===== src/rtl/usrt_pkg.sv =====
// Shared USRT definitions: receiver FSM states and parity mode codes,
// common to the receiver and the planned transmitter.
package usrt_pkg;

  typedef enum logic [1:0] {
    ST_IDLE   = 2'd0,
    ST_DATA   = 2'd1,
    ST_PARITY = 2'd2,
    ST_STOP   = 2'd3
  } usrt_state_t;

  localparam int PAR_NONE = 0;
  localparam int PAR_EVEN = 1;
  localparam int PAR_ODD  = 2;

endpackage


===== src/rtl/usrt_rx_param_if.sv =====
// Host-side receive port of the USRT: word, valid/ready handshake, status flags.
interface usrt_rx_param_if #(
  parameter int DATA_WIDTH = 8
);

  logic [DATA_WIDTH-1:0] RX_DATA;
  logic                  RX_VALID;
  logic                  RX_READY;
  logic                  NINTI;
  logic                  PAR_ERR;
  logic                  FRM_ERR;
  logic                  OVERRUN;

  modport master (
    output RX_DATA, RX_VALID, NINTI, PAR_ERR, FRM_ERR, OVERRUN,
    input  RX_READY
  );

  modport slave (
    input  RX_DATA, RX_VALID, NINTI, PAR_ERR, FRM_ERR, OVERRUN,
    output RX_READY
  );

endinterface


===== src/rtl/usrt_rx_outbuf.sv =====
// Output holding register of the USRT receiver: captures a finished word on LOAD,
// runs the valid/ready handshake and flags words that replaced unconsumed ones.
module usrt_rx_outbuf #(
  parameter int DATA_WIDTH = 8
) (
  input  logic                  CLOCK,
  input  logic                  NRESET,
  input  logic                  LOAD,
  input  logic [DATA_WIDTH-1:0] LOAD_DATA,
  input  logic                  LOAD_PERR,
  input  logic                  LOAD_FERR,
  usrt_rx_param_if.master       rx
);

  logic valid_q;

  // A LOAD coinciding with a handshake consumes the old word, so no overrun then.
  always_ff @(posedge CLOCK or negedge NRESET) begin
    if (!NRESET) begin
      valid_q    <= 1'b0;
      rx.RX_DATA <= '0;
      rx.PAR_ERR <= 1'b0;
      rx.FRM_ERR <= 1'b0;
      rx.OVERRUN <= 1'b0;
    end else if (LOAD) begin
      valid_q    <= 1'b1;
      rx.RX_DATA <= LOAD_DATA;
      rx.PAR_ERR <= LOAD_PERR;
      rx.FRM_ERR <= LOAD_FERR;
      rx.OVERRUN <= valid_q & ~rx.RX_READY;
    end else if (valid_q && rx.RX_READY) begin
      valid_q <= 1'b0;
    end
  end

  assign rx.RX_VALID = valid_q;
  assign rx.NINTI    = ~valid_q;

endmodule


===== src/rtl/usrt_rx_param.sv =====
// Parametrised synchronous serial receiver: one SI sample per BIT_EN strobe,
// start/data/parity/stop framing, results handed to the output register.
module usrt_rx_param
  import usrt_pkg::*;
#(
  parameter int DATA_WIDTH  = 8,
  parameter int PARITY_MODE = 0,
  parameter int STOP_BITS   = 1,
  parameter int MSB_FIRST   = 0
) (
  input  logic            CLOCK,
  input  logic            NRESET,
  input  logic            BIT_EN,
  input  logic            SI,
  output logic            BUSY,
  usrt_rx_param_if.master rx
);

  localparam int             CW        = $clog2(DATA_WIDTH + 1);
  localparam logic [CW-1:0]  LAST_BIT  = CW'(DATA_WIDTH - 1);
  localparam logic           LAST_STOP = (STOP_BITS == 2);

  usrt_state_t           state;
  logic [CW-1:0]         cnt;
  logic [DATA_WIDTH-1:0] shreg;
  logic [DATA_WIDTH-1:0] shreg_nxt;
  logic                  stop_cnt;
  logic                  perr;
  logic                  ferr;
  logic                  load;

  function automatic logic par_err(input logic [DATA_WIDTH-1:0] d, input logic p);
    return (^{d, p}) ^ (PARITY_MODE == PAR_ODD);
  endfunction

  // LSB-first shifts right so the first bit ends in bit 0; MSB-first shifts left.
  assign shreg_nxt = (MSB_FIRST != 0) ? {shreg[DATA_WIDTH-2:0], SI}
                                      : {SI, shreg[DATA_WIDTH-1:1]};

  always_ff @(posedge CLOCK or negedge NRESET) begin
    if (!NRESET) begin
      state    <= ST_IDLE;
      cnt      <= '0;
      shreg    <= '0;
      stop_cnt <= 1'b0;
      perr     <= 1'b0;
      ferr     <= 1'b0;
    end else if (BIT_EN) begin
      case (state)
        ST_IDLE: begin
          if (!SI) begin
            state <= ST_DATA;
            cnt   <= '0;
            perr  <= 1'b0;
            ferr  <= 1'b0;
          end
        end
        ST_DATA: begin
          shreg <= shreg_nxt;
          cnt   <= cnt + CW'(1);
          if (cnt == LAST_BIT) begin
            state    <= (PARITY_MODE != PAR_NONE) ? ST_PARITY : ST_STOP;
            stop_cnt <= 1'b0;
          end
        end
        ST_PARITY: begin
          perr  <= par_err(shreg, SI);
          state <= ST_STOP;
        end
        ST_STOP: begin
          ferr <= ferr | ~SI;
          if (stop_cnt == LAST_STOP) state <= ST_IDLE;
          else                       stop_cnt <= 1'b1;
        end
        default: state <= ST_IDLE;
      endcase
    end
  end

  // The last stop sample is folded in combinationally so its frame error lands with the word.
  assign load = BIT_EN && (state == ST_STOP) && (stop_cnt == LAST_STOP);
  assign BUSY = (state != ST_IDLE);

  usrt_rx_outbuf #(
    .DATA_WIDTH(DATA_WIDTH)
  ) u_outbuf (
    .CLOCK     (CLOCK),
    .NRESET    (NRESET),
    .LOAD      (load),
    .LOAD_DATA (shreg),
    .LOAD_PERR (perr),
    .LOAD_FERR (ferr | ~SI),
    .rx        (rx)
  );

endmodule


===== src/flat_wrapper.sv =====
// flat-port wrapper written by rule: the top's interface ports become plain ports
module usrt_rx_param_flat import usrt_pkg::*;
#(
  parameter int DATA_WIDTH  = 8,
  parameter int PARITY_MODE = 0,
  parameter int STOP_BITS   = 1,
  parameter int MSB_FIRST   = 0
)
  (CLOCK, NRESET, BIT_EN, SI, BUSY, rx_RX_DATA, rx_RX_VALID, rx_NINTI, rx_PAR_ERR, rx_FRM_ERR, rx_OVERRUN, rx_RX_READY);
  usrt_rx_param_if #(.DATA_WIDTH(DATA_WIDTH)) rx_i ();
  input  logic CLOCK;
  input  logic NRESET;
  input  logic BIT_EN;
  input  logic SI;
  output logic BUSY;
  output wire logic [$bits(rx_i.RX_DATA)-1:0] rx_RX_DATA;
  output wire logic [$bits(rx_i.RX_VALID)-1:0] rx_RX_VALID;
  output wire logic [$bits(rx_i.NINTI)-1:0] rx_NINTI;
  output wire logic [$bits(rx_i.PAR_ERR)-1:0] rx_PAR_ERR;
  output wire logic [$bits(rx_i.FRM_ERR)-1:0] rx_FRM_ERR;
  output wire logic [$bits(rx_i.OVERRUN)-1:0] rx_OVERRUN;
  input wire logic [$bits(rx_i.RX_READY)-1:0] rx_RX_READY;
  assign rx_RX_DATA = rx_i.RX_DATA;
  assign rx_RX_VALID = rx_i.RX_VALID;
  assign rx_NINTI = rx_i.NINTI;
  assign rx_PAR_ERR = rx_i.PAR_ERR;
  assign rx_FRM_ERR = rx_i.FRM_ERR;
  assign rx_OVERRUN = rx_i.OVERRUN;
  assign rx_i.RX_READY = rx_RX_READY;
  usrt_rx_param #(.DATA_WIDTH(DATA_WIDTH), .PARITY_MODE(PARITY_MODE), .STOP_BITS(STOP_BITS), .MSB_FIRST(MSB_FIRST)) u_core (.CLOCK(CLOCK), .NRESET(NRESET), .BIT_EN(BIT_EN), .SI(SI), .BUSY(BUSY), .rx(rx_i));
endmodule

===== config.mk =====
export PLATFORM = sky130hd
export DESIGN_NAME = usrt_rx_param_flat
export DESIGN_NICKNAME = d
export VERILOG_FILES = /design/src/rtl/usrt_pkg.sv /design/src/rtl/usrt_rx_param_if.sv /design/src/rtl/usrt_rx_outbuf.sv /design/src/rtl/usrt_rx_param.sv /design/src/flat_wrapper.sv
export SDC_FILE = /design/constraint.sdc
export NUM_CORES = 1
export LEC_CHECK = 0
export ABC_AREA = 1
export CORE_UTILIZATION = 48
export DETAILED_ROUTE_END_ITERATION = 6
export PLACE_DENSITY = 0.74
export REMOVE_ABC_BUFFERS = 1
export SYNTH_ARGS = -nofsm -noshare
export SYNTH_HDL_FRONTEND = slang
export SYNTH_SLANG_ARGS = --single-unit
export TNS_END_PERCENT = 20

===== constraint.sdc =====
create_clock -name CLOCK -period 1.4 [get_ports CLOCK]
set_input_delay 0.14 -clock CLOCK [delete_from_list [all_inputs] [get_ports CLOCK]]
set_output_delay 0.14 -clock CLOCK [all_outputs]
set_load 0.005 [all_outputs]

# After elaboration in Yosys (flattened, before gate mapping)

Cells that the tools add are included.

Add/subtract/negate cells: 1
Eq/ne operators: 7
Muxes and demuxes: 14
Bitwise gates (word level): 6
Reductions and logical operators: 17

Operators by type and width:

| cell                                                                    | number |
|---|---|
| 3-bit AND reduction                                                     | 4 |
| 2-bit nonzero test                                                      | 6 |
| 9-bit parity                                                            | 1 |
| 2-bit one-hot mux with 4 select lines                                   | 1 |
| 4-bit one-hot mux with 2 select lines                                   | 1 |
| 2-bit 2-to-1 mux                                                        | 3 |
| 1-bit one-hot mux with 2 select lines                                   | 3 |
| 1-bit 2-to-1 mux                                                        | 5 |
| 4-bit by 1-bit adder with 4-bit output, second input constant           | 1 |
| 2-bit equality test, second input constant                              | 2 |
| 4-bit by 3-bit equality test with 1-bit output, second input constant   | 1 |
| 4-bit 2-to-1 mux                                                        | 1 |
| 2-bit inequality test, second input constant                            | 2 |
| 1-bit inverter                                                          | 4 |
| 4-bit AND reduction                                                     | 1 |
| 1-bit logical AND                                                       | 3 |
| 2-bit by 1-bit equality test with 1-bit output, second input constant   | 1 |
| 2-bit zero test                                                         | 1 |
| 2-bit by 1-bit inequality test with 1-bit output, second input constant | 1 |
| 2-bit AND reduction                                                     | 1 |
| 1-bit AND                                                               | 1 |
| 1-bit bitwise OR                                                        | 1 |

Register bits: 29
Input port bits: 5
Output and inout bits: 14
Word-level logic and storage cells: 56

# Longest topological paths before layout

Word-level depth: 4
Mapped depth: 11
Depth with buffers taken out: 11

# Modules after synthesis

From an unflattened synthesis, not the netlist that was laid out.

Cells, all modules: 181
Area, all modules: 1400.1 um2

Modules (own cells, without submodules):

| module         | instances | cells each | area an instance (um2) | seq. area each (um2) |
|---|---|---|---|---|
| usrt_rx_param  | 1         | 130        | 939.7                  | 400.4 |
| usrt_rx_outbuf | 1         | 51         | 460.4                  | 300.3 |

# Least setup slack after synthesis

No wires, ideal clock.

Path type: reg-to-reg
From: reg u_core.state[0]
To: reg u_core.cnt[3]
Setup time: 0.123 ns
Arrival: 1.233 ns
Data required time: 1.277 ns
Setup slack: 0.044 ns
Cell stages (with the launch flop): 9
Path buffers: 0
Clock period less this slack: 1.356 ns
Cell sequence: dfrtp_1 -> inv_1 -> ha_1 -> nand2_1 -> nand2_2 -> nor2_4 -> nand4_2 -> o22ai_1 -> a21oi_1

Word-level cells in the longest chain between the ends: 3
Elaborated cells on any way between the ends: 6
Those cells by class: eq/ne: 2; mux: 1; reduce/logical: 3

RTL lines:

| element                                                                           | RTL line            | source |
|---|---|---|
| start: declaration                                                                | usrt_rx_param.sv:23 | `usrt_state_t state;` |
| start signal: assignment                                                          | usrt_rx_param.sv:62 | `state <= (PARITY_MODE != PAR_NONE) ? ST_PARITY : ST_STOP;` |
| 2-bit by 1-bit equality test with 1-bit output or 2-bit zero test (tied branches) | usrt_rx_param.sv:49 | `case (state)` |
| 2-bit nonzero test (no source line) or 2-bit inequality test (tied branches)      | --                  |  |
| 3-bit AND reduction (no source line)                                              | --                  |  |
| end signal: assignment                                                            | usrt_rx_param.sv:60 | `cnt <= cnt + CW'(1);` |
| end: declaration                                                                  | usrt_rx_param.sv:24 | `logic [CW-1:0] cnt;` |

Several ways; a longest one is shown, not always the timed one.
A chain may end at the register's enable or synchronous reset.

# Final worst setup path

From: reg u_core.state[1]
To: reg u_core.cnt[3]

The elaborated chain is that of the path after synthesis.

==> metrics.cfg <==
[worst_setup_path]
crit_arrival_ps = 1610
required_ps = 1630
rr_worst_depth = 8
cp-start-kind = register
r2r_end = u_core.cnt[3]$_DFFE_PN0P_
worst-setup-path-type = reg -> reg
rrSetupSlack_ps = 30
crit_fanout = 5
cp-end-kind = register
timing.rr.start = u_core.state[1]$_DFFE_PN0P_

[power]
total_power_w = 0.00345
combPwrFrac = 0.504
swShare = 0.388
pwr-share-clk = 0.116
p_switching_w = 0.00134
power.density_nw_per_um2 = 1960
internal_power_w = 0.00211
ir_worst_vdd_mv = 1.38
pwr-share-seq = 0.380
p_leak_nw = 0.967

[synthesis]
synth_edf_count = 0
yosys-top-cells-area = dfrtp_1 (52%), nand2_1 (16%), o21ai_0 (8.9%), ha_1 (5.6%), inv_1 (5.6%)
post_synth.cell_area_avg_um2 = 8.21
ys_types = 18
synthArstFlopShare = 1.00
netlist.area_leader.share = 0.520
synth_seq_area_share = 0.520
synth_common_cells = nand2_1 (56), dfrtp_1 (28), o21ai_0 (24), inv_1 (20)
yosysTopAreaCell = dfrtp_1
yosysMostFrequentCell = nand2_1
synth-seq-cells = 28
mappedNetlistArea_um2 = 1350
yosysWarnings = 0
syn_inst = 164
synthFlopType = dfrtp_1

[cts]
numCtsBuffers = 3
cts_hold_buf = 0
clock_latency_ps = 330
root_buffer = clkbuf_4
clk_pin_slew_ps = 150
clockBufferDepth = 2
cts_tree = yes
numClockSinks = 28
cts_max_level = 1

[timing]
fin_crit_ps = 1370
slew_violations = 0
period_share = 0.981
max_freq_ghz = 0.728
worstMarginPinSlew_ps = 363
skew_ps = 4.10
grt_setup_unrepaired = yes
slew_headroom = 0.758
setup_viol = 0
final_hold_viol_count = 0

[routing]
vias_per_cell = 5.12
wl_per_cell_um = 12.1
highest_layer = met4
routed_wl_um = 2700
wl_met1_um = 1150
dr.pass1.iters = 4
routed-wl-met3_um = 80
drt.antenna.violating_nets = 0
num_vias = 1142
drt_iter0_drc = 13
drc_errors = 0
wl_met2_um = 1440

[placed_design]
post-dp-hpwl_um = 1820
place.port_buffers = 18
postPlaceCellArea_um2 = 1610
gp_congestion = 0.760

[layout]
final_layout_size_suffix_gt1_frac = 0.187
nets = 205
syn2layout_area_growth_pct = 30.9
antenna-diode-count = 0
fillers = 204
fin_util = 0.686
final_cell_area_um2 = 1760

[global_route]
grt_pass1_wl_um = 4260
grt_overflow = 0
grt_util_all_layers = 0.200
grt_max_degree = 29
grt_pass1_vias = 1040
antenna_found_initial = 0

[run_status]
outcome = finished, final reports clean

[floorplanning]
floorplan.initialDensity = 0.524
rows = 18
dieArea_um2 = 3020
die_w_um = 55.0
pin_count = 19
die_h_um = 55.0
core_area_um2 = 2570

[worst_hold_path]
hp-class = in -> async

[flow_run]
maxCapViolations = 0

## flip-flops by register name, summed over array words and instances (netlist names)
signal                       count
u_core.u_outbuf.rx.OVERRUN       1
u_core.u_outbuf.rx.RX_VALID      1
u_core.ferr                      1
u_core.u_outbuf.rx.RX_DATA       8
u_core.cnt                       4
u_core.u_outbuf.rx.FRM_ERR       1
u_core.shreg                     8
u_core.perr                      1
u_core.u_outbuf.rx.PAR_ERR       1
u_core.state                     2
## worst max-delay path by stage
stage	slack (ps)	cells past startpoint	from	end
after CTS	-40	8	u_core.state[0]$_DFFE_PN0P_	u_core.cnt[3]$_DFFE_PN0P_
after floorplan	40	5	u_core.state[0]$_DFFE_PN0P_	u_core.ferr$_DFFE_PN0P_
after detailed placement	-60	12	SI	u_core.perr$_DFFE_PN0P_
after global routing	-50	8	u_core.state[1]$_DFFE_PN0P_	u_core.cnt[3]$_DFFE_PN0P_
final	30	8	u_core.state[1]$_DFFE_PN0P_	u_core.cnt[3]$_DFFE_PN0P_
after global placement	8	12	SI	u_core.perr$_DFFE_PN0P_
## per-layer routing
metal  vias to the layer above  global-route usage
met5                         -                   0
met4                         0               0.104
met3                         4              0.0246
met2                        20               0.363
met1                       544               0.227
li1                        574                   -
## worst max-delay path: stages (launching register included)
cell	delay [ps]
dfrtp_1	420
inv_2	120
ha_4	160
buf_4	120
nor2_4	40
nor2_4	160
inv_2	80
o22ai_2	130
a21oi_1	60
## through the flow
step / instances / setup WS, ps / hold WS (ps) / TNS (ps)
finish: 223 / 26.6 / 161 / 0
global route: 223 / -45.5 / 219 / -63.1
CTS: 221 / -43.1 / 175 / -92.7
detailed placement: 216 / -56.1 / 466 / -59.9
global placement: 216 / 8.00 / 463 / 0
floorplan: 161 / 40.3 / -156 / 0
## what timing repair did
item                       in CTS  in global routing
gates resized for setup         9                 21
pin swaps                       1                  5
setup buffers                   1                  2
cloned                          0                  1
setup endpoints to repair       3                 33
## placed cells by master (no fill, tap or decap), types with 2 or more instances in the layout
cell type	instances
a21oi_1	2
clkbuf_4	3
dfrtp_1	28
ha_1	3
inv_2	6
nor2_1	6
clkdlybuf4s50_1	10
nand2_2	4
buf_4	8
nor2_4	2
ha_4	2
nand3_1	4
o21ai_0	20
nand2_1	54
o21ai_1	4
inv_1	18
dlymetal6s2s_1	6
a21oi_2	2
## power groups by stage
stage	combinational (W)	sequential [W]	clock [W]
2_1_floorplan	0.000844	0.00132	0
3_3_place_gp	0.00150	0.00130	0
3_5_place_dp	0.00155	0.00132	0
4_1_cts	0.00163	0.00130	0.000406
5_1_grt	0.00198	0.00136	0.000434
6_report	0.00174	0.00131	0.000402
## cell type report
type                    count  area, um^2  share of cell area
flip-flops and latches     28         701               0.398
multi-input cells         109         603               0.342
repair buffers             28         294               0.167
inverters                  24        90.1              0.0511
well taps                  30        37.5              0.0213
clock buffers               4        36.3              0.0206
## logic make-up after synthesis
group                    after synthesis  share of synthesized area
buffers and inverters                 27                     0.0827
AO/OA/AOI/OAI                         30                      0.112
AND/OR/NAND/NOR                       73                      0.229
adder cells (fa/ha/maj)                6                     0.0558
flip-flops                            28                      0.520
(Power assumes the default switching activity.)
